===== src/rtl/hazard_scoreboard_pkg.sv =====
// Shared types and helpers for the hazard scoreboard: the per-stage entry
// record, the default register width and a saturating increment.
package hazard_scoreboard_pkg;

  localparam int DEF_REG_W = 6;
  // Entries store addresses at this fixed width so the struct can live in the package.
  localparam int MAX_REG_W = 16;

  typedef struct packed {
    logic                 v;
    logic                 dv;
    logic [MAX_REG_W-1:0] daddr;
    logic                 ww;
  } sb_entry_t;

  function automatic logic [31:0] sat_inc(input logic [31:0] val, input logic [31:0] max_val);
    if (val >= max_val) return max_val;
    return val + 32'd1;
  endfunction

endpackage


===== src/rtl/hazard_scoreboard_cmp.sv =====
// Compares one source operand against every scoreboard entry and reports
// the per-entry hit vector plus the index of the youngest matching entry.
module hazard_cmp
  import hazard_scoreboard_pkg::*;
#(
  parameter int DEPTH = 2,
  parameter int IDX_W = 1
) (
  input  logic                 req_i,
  input  logic [MAX_REG_W-1:0] src_addr_i,
  input  sb_entry_t            entries_i [DEPTH],
  output logic [DEPTH-1:0]     hit_o,
  output logic [IDX_W-1:0]     young_idx_o
);

  always_comb begin
    hit_o = '0;
    for (int k = 0; k < DEPTH; k++) begin
      hit_o[k] = req_i & entries_i[k].v & entries_i[k].dv &
                 (entries_i[k].daddr == src_addr_i);
    end
  end

  // Scan oldest to youngest so the lowest matching index ends up winning.
  always_comb begin
    young_idx_o = '0;
    for (int k = DEPTH - 1; k >= 0; k--) begin
      if (hit_o[k]) young_idx_o = IDX_W'(k);
    end
  end

endmodule


===== src/rtl/hazard_scoreboard.sv =====
// Data-hazard and stall unit: a shift-register scoreboard of in-flight
// destinations checked against the issuing instruction's sources and W flags.
module hazard_scoreboard
  import hazard_scoreboard_pkg::*;
#(
  parameter int REG_W   = DEF_REG_W,
  parameter int NUM_SRC = 2,
  parameter int DEPTH   = 2,
  parameter int FWD_EN  = 0,
  parameter int CNT_W   = 16
) (
  input  logic                     clk,
  input  logic                     rst_n,
  input  logic                     id_valid,
  input  logic [NUM_SRC-1:0]       src_valid,
  input  logic [NUM_SRC*REG_W-1:0] src_addr,
  input  logic                     dst_valid,
  input  logic [REG_W-1:0]         dst_addr,
  input  logic                     w_read,
  input  logic                     w_write,
  input  logic                     ex_ready,
  input  logic                     flush,
  output logic                     stall,
  output logic [NUM_SRC-1:0]       fwd_hit,
  output logic [CNT_W-1:0]         stall_cnt
);

  localparam int IDX_W = (DEPTH > 1) ? $clog2(DEPTH) : 1;
  localparam logic [IDX_W-1:0] OLDEST = IDX_W'(DEPTH - 1);
  localparam logic [CNT_W-1:0] CNT_MAX = '1;

  sb_entry_t        sb_q [DEPTH];
  sb_entry_t        sb_d [DEPTH];
  logic [CNT_W-1:0] cnt_q;
  logic [CNT_W-1:0] cnt_d;

  logic [DEPTH-1:0] hit_s   [NUM_SRC];
  logic [IDX_W-1:0] young_s [NUM_SRC];
  logic             reg_stall;
  logic             w_stall;

  genvar g;
  generate
    for (g = 0; g < NUM_SRC; g++) begin : g_src
      hazard_cmp #(
        .DEPTH(DEPTH),
        .IDX_W(IDX_W)
      ) u_cmp (
        .req_i      (id_valid & src_valid[g]),
        .src_addr_i (MAX_REG_W'(src_addr[g*REG_W +: REG_W])),
        .entries_i  (sb_q),
        .hit_o      (hit_s[g]),
        .young_idx_o(young_s[g])
      );
    end
  endgenerate

  // A hit whose youngest match is the oldest stage can be forwarded; any
  // younger match still has to wait for its producer to move along.
  always_comb begin
    reg_stall = 1'b0;
    fwd_hit   = '0;
    for (int i = 0; i < NUM_SRC; i++) begin
      if (|hit_s[i]) begin
        if ((FWD_EN != 0) && (young_s[i] == OLDEST)) fwd_hit[i] = 1'b1;
        else                                         reg_stall  = 1'b1;
      end
    end
  end

  always_comb begin
    w_stall = 1'b0;
    for (int k = 0; k < DEPTH; k++) begin
      if (sb_q[k].v && sb_q[k].ww) w_stall = 1'b1;
    end
    w_stall = w_stall & id_valid & w_read;
  end

  assign stall     = reg_stall | w_stall;
  assign stall_cnt = cnt_q;

  always_comb begin
    sb_d = sb_q;
    if (flush) begin
      for (int k = 0; k < DEPTH; k++) sb_d[k].v = 1'b0;
    end else if (ex_ready) begin
      for (int k = DEPTH - 1; k >= 1; k--) sb_d[k] = sb_q[k-1];
      if (id_valid && !stall) begin
        sb_d[0] = '{v: 1'b1, dv: dst_valid, daddr: MAX_REG_W'(dst_addr), ww: w_write};
      end else begin
        sb_d[0] = '0;
      end
    end
  end

  // Stalls are counted even while the scoreboard is frozen or flushing.
  always_comb begin
    cnt_d = cnt_q;
    if (stall) cnt_d = CNT_W'(sat_inc(32'(cnt_q), 32'(CNT_MAX)));
  end

  always_ff @(posedge clk) begin
    if (!rst_n) begin
      for (int k = 0; k < DEPTH; k++) sb_q[k] <= '0;
      cnt_q <= '0;
    end else begin
      sb_q  <= sb_d;
      cnt_q <= cnt_d;
    end
  end

endmodule


===== config.mk =====
export PLATFORM = sky130hd
export DESIGN_NAME = hazard_scoreboard
export DESIGN_NICKNAME = d
export VERILOG_FILES = /design/src/rtl/hazard_scoreboard_pkg.sv /design/src/rtl/hazard_scoreboard_cmp.sv /design/src/rtl/hazard_scoreboard.sv
export SDC_FILE = /design/constraint.sdc
export NUM_CORES = 1
export LEC_CHECK = 0
export CORE_MARGIN = 2
export CORE_UTILIZATION = 50
export CTS_BUF_LIST = sky130_fd_sc_hd__clkbuf_4 sky130_fd_sc_hd__clkbuf_8 sky130_fd_sc_hd__clkbuf_16
export CTS_CLUSTER_DIAMETER = 30
export DETAILED_ROUTE_END_ITERATION = 10
export GPL_TIMING_DRIVEN = 0
export PLACE_DENSITY_LB_ADDON = 0.12
export SLEW_MARGIN = 40
export SYNTH_ARGS = -nofsm -noshare
export SYNTH_HDL_FRONTEND = slang
export SYNTH_HIERARCHICAL = 1
export SYNTH_SLANG_ARGS = --single-unit

===== constraint.sdc =====
create_clock -name clk -period 3.4 [get_ports clk]
set_input_delay 0.85 -clock clk [delete_from_list [all_inputs] [get_ports clk]]
set_output_delay 0.85 -clock clk [all_outputs]
set_load 0.01 [all_outputs]

Yosys cells after proc, flatten, opt, wreduce, memory -nomap -nowiden
Index checks and enable logic that the tools add are counted.
{"block": "word_totals", "out_inout_bits": 19, "regBits": 54, "inputBits": 28, "wordCells": 51}
{"block": "classes", "reduce_logical": 8, "bitwise_logic": 19, "order_cmp": 1, "add_sub_neg": 1, "n_mux": 9, "eq_ne": 4}
{"operator": "$eq 16x6->1", "n": 4}
{"operator": "$mux 16", "n": 2}
{"operator": "$mux 19", "n": 1}
{"operator": "$add 16x1->16 const B", "n": 1}
{"operator": "$and 1x1->1", "n": 16}
{"operator": "$ge 16x16->1 const B", "n": 1}
{"operator": "$mux 1", "n": 6}
{"operator": "$reduce_or 2->1", "n": 3}
{"operator": "$logic_and 1x1->1", "n": 3}
{"operator": "$not 1->1", "n": 2}
{"operator": "$reduce_and 2->1", "n": 1}
{"operator": "$logic_not 1->1", "n": 1}
{"operator": "$or 1x1->1", "n": 1}

Longest topological paths before layout
Gate-level depths: netlist of run 1.
{"block": "depth", "depth_word": 11, "depth_mapped": 10, "depth_no_buf": 9}

Cells and area by module
The synthesis of run 1 kept the hierarchy.
{"module": "hazard_scoreboard", "area_each_um2": 1604.0, "cells_per_inst": 190, "seq_area_each_um2": 680.7, "instances": 1}
{"module": "hazard_cmp", "area_each_um2": 380.4, "cells_per_inst": 47, "seq_area_each_um2": 0.0, "instances": 2}

Least setup slack after synthesis of run 1
No wires, ideal clock.
{"block": "synth_timing", "kind": "in2out", "start": "input src_valid[0]", "end": "output stall", "path_buffers": 1, "slack_ns": 0.225, "required_time_ns": 2.550, "t_arrival_ns": 2.325, "path_stages": 8, "path_cell_list": "and2_1 nand4_1 nor4_1 and2_1 or4_4 a31oi_4 inv_4 buf_4"}
{"item": "start, declared", "line": "hazard_scoreboard.sv:15", "text": "input logic [NUM_SRC-1:0] src_valid,"}
{"item": "end, declared", "line": "hazard_scoreboard.sv:23", "text": "output logic stall,"}

==> results of run 1 <==
[critical path: cells and delay by family]
kind            cells  cell delay [ns]
simple gates        5             1.00
buf+inv             3             0.42
compound gates      1             0.23
[registers in the layout, indices dropped and copies added, names as in the netlist]
| register | flops |
|---|---|
| sb_q | 18 |
| stall_cnt | 16 |
[cell usage in the layout (no fill, tap or decap), types with 3 or more instances in the layout]
master,n
and2_1,3
inv_1,5
xnor2_1,59
mux2i_1,3
clkbuf_1,7
a22oi_1,9
nand3_1,12
a31oi_1,4
xor2_1,6
a21oi_1,14
dlygate4sd2_1,9
nand4_1,21
conb_1,82
o31ai_1,3
a211oi_1,3
nor2_1,12
nor4_1,4
buf_4,6
nor3_1,8
dfxtp_1,34
nand2_1,27
clkdlybuf4s50_1,28
clkdlybuf4s15_1,3
nand2b_1,4
clkbuf_8,6
o21ai_0,5
and3_1,3
or4_1,5
nor4_2,3
[report_power, final]
part / switching (W) / leakage (nW) / internal, W / total (W)
Combinational: 0.0000764 / 0.837 / 0.0000794 / 0.000156
Sequential: 0.00000528 / 0.274 / 0.000402 / 0.000408
Clock: 0.000141 / 0.0431 / 0.000156 / 0.000297
[worst paths after layout]
path	startpoint	end	slack [ns]	cells past startpoint
worst min register to register	sb_q[0]	sb_q[0]	0.46	2
worst max-delay path	id_valid	stall	0.05	9
worst max register to register	sb_q[24]	stall_cnt[5]	0.91	9
worst min-delay path	sb_q[0]	sb_q[0]	0.46	2
[layout make-up]
type,count,area share [%]
inverter,7,0.883
clock buffer,6,2.53
sequential,34,20.9
timing repair buffer,48,13.9
multi-input combinational,310,58.1
buffer,11,1.73
tap,52,2.00
[what timing repair did]
item,CTS,global route
pin swaps,6,11
setup buffers,4,0
resized for setup,26,7
setup endpoints to repair,1,1
[per-stage QoR]
| stage | utilization (%) | cell area [um2] | setup WS [ns] | instances |
|---|---|---|---|---|
| after floorplan | - | 2650 | 0.238 | 363 |
| after global placement | 71.0 | 3150 | -1.01 | 459 |
| after detailed placement | 71.0 | 3150 | -1.01 | 459 |
| after CTS | 73.4 | 3260 | 0.0107 | 468 |
| after global routing | 73.3 | 3260 | 0.0138 | 468 |
| final | 73.3 | 3260 | 0.0487 | 468 |
[per-layer routing]
metal	global-route usage, %	up-vias	share of wire [%]
met2	40.1	85	49
met3	4.17	12	5.5
li1	-	1208	-
met1	31.4	1091	44
met5	0	-	0
met4	5.76	0	1.4
==> metrics.cfg, run 1 <==
[status]
status=complete, no violations

[cells_and_area]
diodes=0
multi_input_area_um2=1890
num-fill-cells=372
final_net_count=446
seq_area_um2=681
drive_gt1_share_pct=7.21
area_growth_pct=39.0

[timing]
slew_violations=0
finalSetupTns_ns=0
tightestPinTransition_ns=0.635
fin_hold_ws_ns=0.461
period_minus_slack_ns=3.35
final.period_utilization_pct=98.6
final_hold_viol_count=0
slew_headroom_pct=57.3
rsz0062_at_grt=false
fmax_mhz=298
fin_skew_ns=0.00486
setup_viol=0

[floorplan]
ios=47
core_area_um2=4440
start_util_pct=52.8
die_y_um=72.5
row_count=24
die_w_um=72.5
dieArea_um2=5250

[setup_path]
crit_chain=clkdlybuf4s15_2, and2_4, nand4_1, nor4_2, and2_1, or4_4, a31oi_4, inv_4, buf_6
critPathArrivalTime_ns=2.50
cp.required_ns=2.55
cp_max_fo=5
critPathLaunchType=input pin
cp_slowest_stage_delay_ns=0.55
critPathCaptureType=output port
slowest_stage=or4_4
critical_path_class=input pin to output port

[yosys]
syn_inst=282
synth_area_um2=2340
yosysWarnings=6
synth.avg_cell_area_um2=8.31

[placement]
numPortBuffers=44
place_hpwl_mm=4.48
place.gp.congestion=0.861

[power_and_ir_drop]
pwr_density_cell_nw_per_um2=264
finalPower_w=0.000860
p_leak_nw=1.15
ir_worst_vdd_mv=0.247

[detailed_routing]
dr.pass1.iters=5
via_per_inst=5.12
finalWirelength_mm=5.96
drc=0
dr.first_iter.drc_count=122
vias=2396
antenna_left=0
wl_per_cell_um=12.7

[grt]
grt_usage_pct=23.7
grt-ovfl-total=0
grt_pass1_vias=2182
grt_first_pass_wirelength_mm=9.75
grt_max_degree=11
antenna_found_initial=0

[clock_tree]
cts.sinks=34
clock_latency_ns=0.29
numCtsBuffers=5
cts_tree=yes
htreeDepth=2
ctsHoldBuffers=0
clkTransAtPathRegs_ns=0.07
clockBufferDepth=2
cts_root_buffer=clkbuf_8

[run]
cap_viol_max_count=0

[worst_hold_path]
min_path_type=flop to flop

Note: power is estimated with default switching activity, not from simulation.
==> inputs of run 2 (changes only) <==
SETUP_SLACK_MARGIN = 0.3   (was default)
==> run 2 against run 1 <==
Against the previous run: first-iteration DRC count grew 83%; non-clock buffer count grew 12; global-route usage grew 2.8 points; clock skew grew 0.0030 ns; utilization grew 5.6 points; sequential share of layout area shrank 1.5 points; total power grew 8.9%; design area grew 7.6%; via count grew 4.9%; final cell count grew 3.0%; critical endpoint unchanged; largest cell class unchanged; highest routed layer unchanged.
==> metrics.cfg, run 2 (synthesized netlist as in run 1, its figures left out) <==
[status]
status=complete, no violations

[timing]
fin_skew_ns=0.00782
period_minus_slack_ns=3.34
slew_headroom_pct=55.7
fin_hold_ws_ns=0.463
tightestPinTransition_ns=0.659
slew_violations=0
setup_viol=0
final_hold_viol_count=0
rsz0062_at_grt=true
fmax_mhz=300
setup_ws_ns=0.0624
final.period_utilization_pct=98.2
finalSetupTns_ns=0

[placement]
place_hpwl_mm=4.56
numPortBuffers=44
placed_area_um2=3160
pre_cts_slack_ns=-0.957
placed_cells=459
place.gp.congestion=0.868

[power_and_ir_drop]
pwr_density_cell_nw_per_um2=267
p_clk_share_pct=38.0
p_leak_nw=1.28
pwr-share-comb_pct=18.5
seqPwrFrac_pct=43.5
intPower_w=0.000695
switching_power_w=0.000242
ir_worst_vdd_mv=0.291
p_sw_share_pct=25.9

[worst_hold_path]
min_path_type=flop to flop
hold_path_depth=2

[grt]
grt-ovfl-total=0
grt_first_pass_wirelength_mm=10.7
antenna_found_initial=0
grt_max_degree=11
grt_usage_pct=26.5
grt_pass1_vias=2299

[detailed_routing]
drc=0
vias=2514
finalWirelength_mm=6.84
dr.pass1.iters=4
dr.first_iter.drc_count=223
wl_per_cell_um=14.2
antenna_left=0
via_per_inst=5.22

[setup_path]
cp.required_ns=2.55
critical_path_class=input pin to output port
critPathCaptureType=output port
critPathLaunchType=input pin
r2r_cells=17
crit_top_cell=buf_6
cp_slowest_stage_delay_ns=0.53
slowest_stage=or4_4
critPathArrivalTime_ns=2.49
crit_chain=buf_8, xnor2_4, nand4_1, nor4_2, and2_1, or4_4, a31oi_4, inv_4, buf_6, buf_6
cp_max_fo=2

[clock_tree]
cts.sinks=34
htreeDepth=2
clockBufferDepth=2
numCtsBuffers=5
clkTransAtPathRegs_ns=0.07
cts_tree=yes
cts_root_buffer=clkbuf_8
clock_latency_ns=0.29

[cells_and_area]
largest_register_ffs=18
largest_register=sb_q
diodes=0
drive_gt1_share_pct=16.0
area_growth_pct=49.6
final_cell_mix=conb_1 (82), xnor2_1 (53), dfxtp_1 (34)
design_area_um2=3510
final_net_count=458
layout_commonest_cell=conb_1
final_cells=482
num-fill-cells=335

[run]
cap_viol_max_count=0

[floorplan]
row_count=24
ios=47
die_w_um=72.5
start_util_pct=52.8
core_area_um2=4440
dieArea_um2=5250
die_y_um=72.5

-- run 2: layout make-up --
type                    instances  area, um2  area share, %
plain buffers                  12       67.6           1.93
clock buffers                   8        110           3.14
inverters                       7       28.8          0.821
multi-input cells             310       1990           56.8
flip-flops and latches         34        681           19.4
well taps                      52       65.1           1.86
repair buffers                 59        563           16.1
-- run 2: power groups by stage --
stage	Clock, W	Sequential (W)	Combinational [W]
finish	0.000356	0.000408	0.000173
global route	0.000375	0.000408	0.000190
CTS	0.000358	0.000408	0.000160
detailed placement	0	0.000417	0.000157
global placement	0	0.000417	0.000155
floorplan	0	0.000415	0.000105
-- run 2: timing repair --
item | 4_1_cts | 5_1_grt
resized for setup | 83 | 20
pin swaps | 21 | 16
setup endpoints to repair | 7 | 8
hold buffers | 0 | 0
buffers inserted | 11 | 3
cloned | 1 | 0
-- run 2: final timing paths --
check / startpoint / end / slack, ns
min reg2reg: sb_q[0] / sb_q[0] / 0.46
max: src_addr[8] / stall / 0.06
min: sb_q[0] / sb_q[0] / 0.46
max reg2reg: sb_q[3] / stall_cnt[0] / 0.32
-- run 2: routing by layer --
metal	part of all wire, %	up-vias	GRT usage, %
met2	50	120	46.7
li1	-	1231	-
met1	41	1148	32.9
met3	6.6	15	5.56
met5	0	-	0
met4	2.1	0	6.58
-- run 2: critical path: cells and delay by family --
family	cells	cell delay, ns
xor+xnor	1	0.12
simple gates	4	0.91
compound gates	1	0.23
buf+inv	4	0.39
-- run 2: through the flow --
stage | utilization [%] | power, W
after CTS | 76.4 | 0.000926
final | 78.9 | 0.000937
after global placement | 71.1 | 0.000571
after detailed placement | 71.1 | 0.000574
after global routing | 78.9 | 0.000973
after floorplan | - | 0.000521
==> inputs of run 3 (changes only) <==
CORE_UTILIZATION = 47   (was 50)
clock period = 2.7 ns   (was 3.4 ns; I/O delays follow)
==> run 3 against run 2 <==
Against the previous run: the run now ends with setup timing left; utilization grew 0.35 points; non-clock buffer count grew 7; sequential power grew 26%; die area rose by 6.0%; sequential cell count unchanged; final cell count grew 4.4%; critical path depth grew 7; combinational power rose by 24%; worst setup slack lost 0.40 ns; register-to-register slack got worse by 0.58 ns; clock power rose by 39%; highest routed layer unchanged.
==> metrics.cfg, run 3 (synthesized netlist as in run 1, its figures left out) <==
[setup_path]
crit_chain=buf_8, and2_4, nand4_1, nor4_2, and2_1, or4_4, a31oi_4, buf_4, buf_6, buf_6, buf_6, buf_6, buf_8, bufbuf_16, buf_4, nand3_1, a21oi_1
cp_top_family=simple AND/OR/NAND/NOR gates
worst-path-buf-inv=9
slowest_stage=or4_4
cp_slowest_stage_delay_ns=0.55
cp.required_ns=2.92
crit_top_cell=buf_6
r2r_slack_ns=-0.26
critPathCaptureType=flop
cp_max_fo=6
critPathArrivalTime_ns=3.25
critical_path_class=input pin to flop
critPathLaunchType=input pin

[timing]
setup_ws_ns=-0.336
fin_skew_ns=0.00998
setup_viol=17
slew_violations=0
slew_headroom_pct=44.9
final.period_utilization_pct=112
final_hold_viol_count=0
period_minus_slack_ns=3.04
tightestPinTransition_ns=0.820
fmax_mhz=329
rsz0062_at_grt=true

[run]
cap_viol_max_count=0

[cells_and_area]
largest_register_ffs=18
drive_gt1_share_pct=20.4
final_net_count=465
largest_register=sb_q
final_util_pct=79.3
final_cell_mix=conb_1 (82), xnor2_1 (52), dfxtp_1 (33)
layout_commonest_cell=conb_1
design_area_um2=3770
diodes=0
area_growth_pct=60.7

[power_and_ir_drop]
p_clk_share_pct=40.5
p_leak_nw=1.41
seqPwrFrac_pct=42.0
intPower_w=0.000913
switching_power_w=0.000311
pwr_density_cell_nw_per_um2=325
pwr-share-comb_pct=17.5
p_sw_share_pct=25.4
ir_worst_vdd_mv=0.526

[floorplan]
core_area_um2=4750
start_util_pct=49.3
row_count=25
die_y_um=74.6
die_w_um=74.6
dieArea_um2=5570
ios=47

[grt]
grt_first_pass_wirelength_mm=11.5
grt_pass1_vias=2412
grt_usage_pct=27.4
grt-ovfl-total=0
antenna_found_initial=0
grt_max_degree=11

[clock_tree]
clkTransAtPathRegs_ns=0.08
cts_root_buffer=clkbuf_8
ctsHoldBuffers=0
htreeDepth=2
cts.sinks=34
clockBufferDepth=2
cts_tree=yes
numCtsBuffers=5
clock_latency_ns=0.30

[placement]
place_hpwl_mm=4.44
numPortBuffers=44
place.gp.congestion=0.886
placed_area_um2=3180

[detailed_routing]
finalWirelength_mm=7.62
dr.pass1.iters=7
wl_per_cell_um=15.1
vias=2614
drc=0
dr.first_iter.drc_count=145
via_per_inst=5.20
antenna_left=0

[status]
status=finished with violations
violations=setup timing

[worst_hold_path]
min_path_type=flop to flop

## run 3: final cells by class
cell class | count | area, um2
Sequential cell | 34 | 682
Fill cell | 341 | 986
Inverter | 7 | 28.8
Buffer | 12 | 71.3
Clock inverter | 1 | 30.0
Multi-Input combinational cell | 310 | 2110
Timing Repair Buffer | 66 | 677
Tap cell | 67 | 83.8
Clock buffer | 6 | 82.6
## run 3: power groups by stage
stage	registers, W	clock network [W]	logic [W]
floorplan	0.000523	0	0.000133
global placement	0.000525	0	0.000195
detailed placement	0.000525	0	0.000196
CTS	0.000514	0.000489	0.000202
global route	0.000515	0.000518	0.000236
finish	0.000514	0.000495	0.000214
## run 3: per-stage QoR
step | setup WS (ns) | std cells | setup TNS, ns | total power, W | hold WS [ns]
after floorplan | -0.0443 | 363 | -0.0443 | 0.000656 | 0.437
after global placement | -1.33 | 474 | -13.47 | 0.000720 | 0.443
after detailed placement | -1.34 | 474 | -14.07 | 0.000721 | 0.462
after CTS | -0.217 | 501 | -1.83 | 0.00121 | 0.472
after global routing | -0.416 | 503 | -4.99 | 0.00127 | 0.495
final | -0.336 | 503 | -3.80 | 0.00122 | 0.484
## run 3: timing repair
action,CTS,global route
pin swaps,43,6
gates resized for setup,112,20
cloned,2,0
setup buffers,18,2
setup endpoints to repair,26,19
## run 3: final timing paths
kind             from  cells past startpoint        to
max          id_valid                     17  sb_q[37]
min           sb_q[0]                      2   sb_q[0]
max reg2reg   sb_q[6]                     16  sb_q[37]
min reg2reg   sb_q[0]                      2   sb_q[0]
## run 3: tightest hold or removal path, stage by stage, from the launching register on
cell and delay (ns):
dfxtp_1 0.33, nand2_1 0.05, a21oi_1 0.06
## run 3: routing by layer
metal / part of all wire [%] / wire length (um) / vias to the layer above / global-route usage (%)
met5: 0 / 0 / - / 0
met4: 2.8 / 210 / 0 / 10.5
met3: 6.2 / 469 / 25 / 7.23
met2: 49 / 3720 / 104 / 44.1
met1: 42 / 3220 / 1239 / 35.3
li1: - / - / 1246 / -
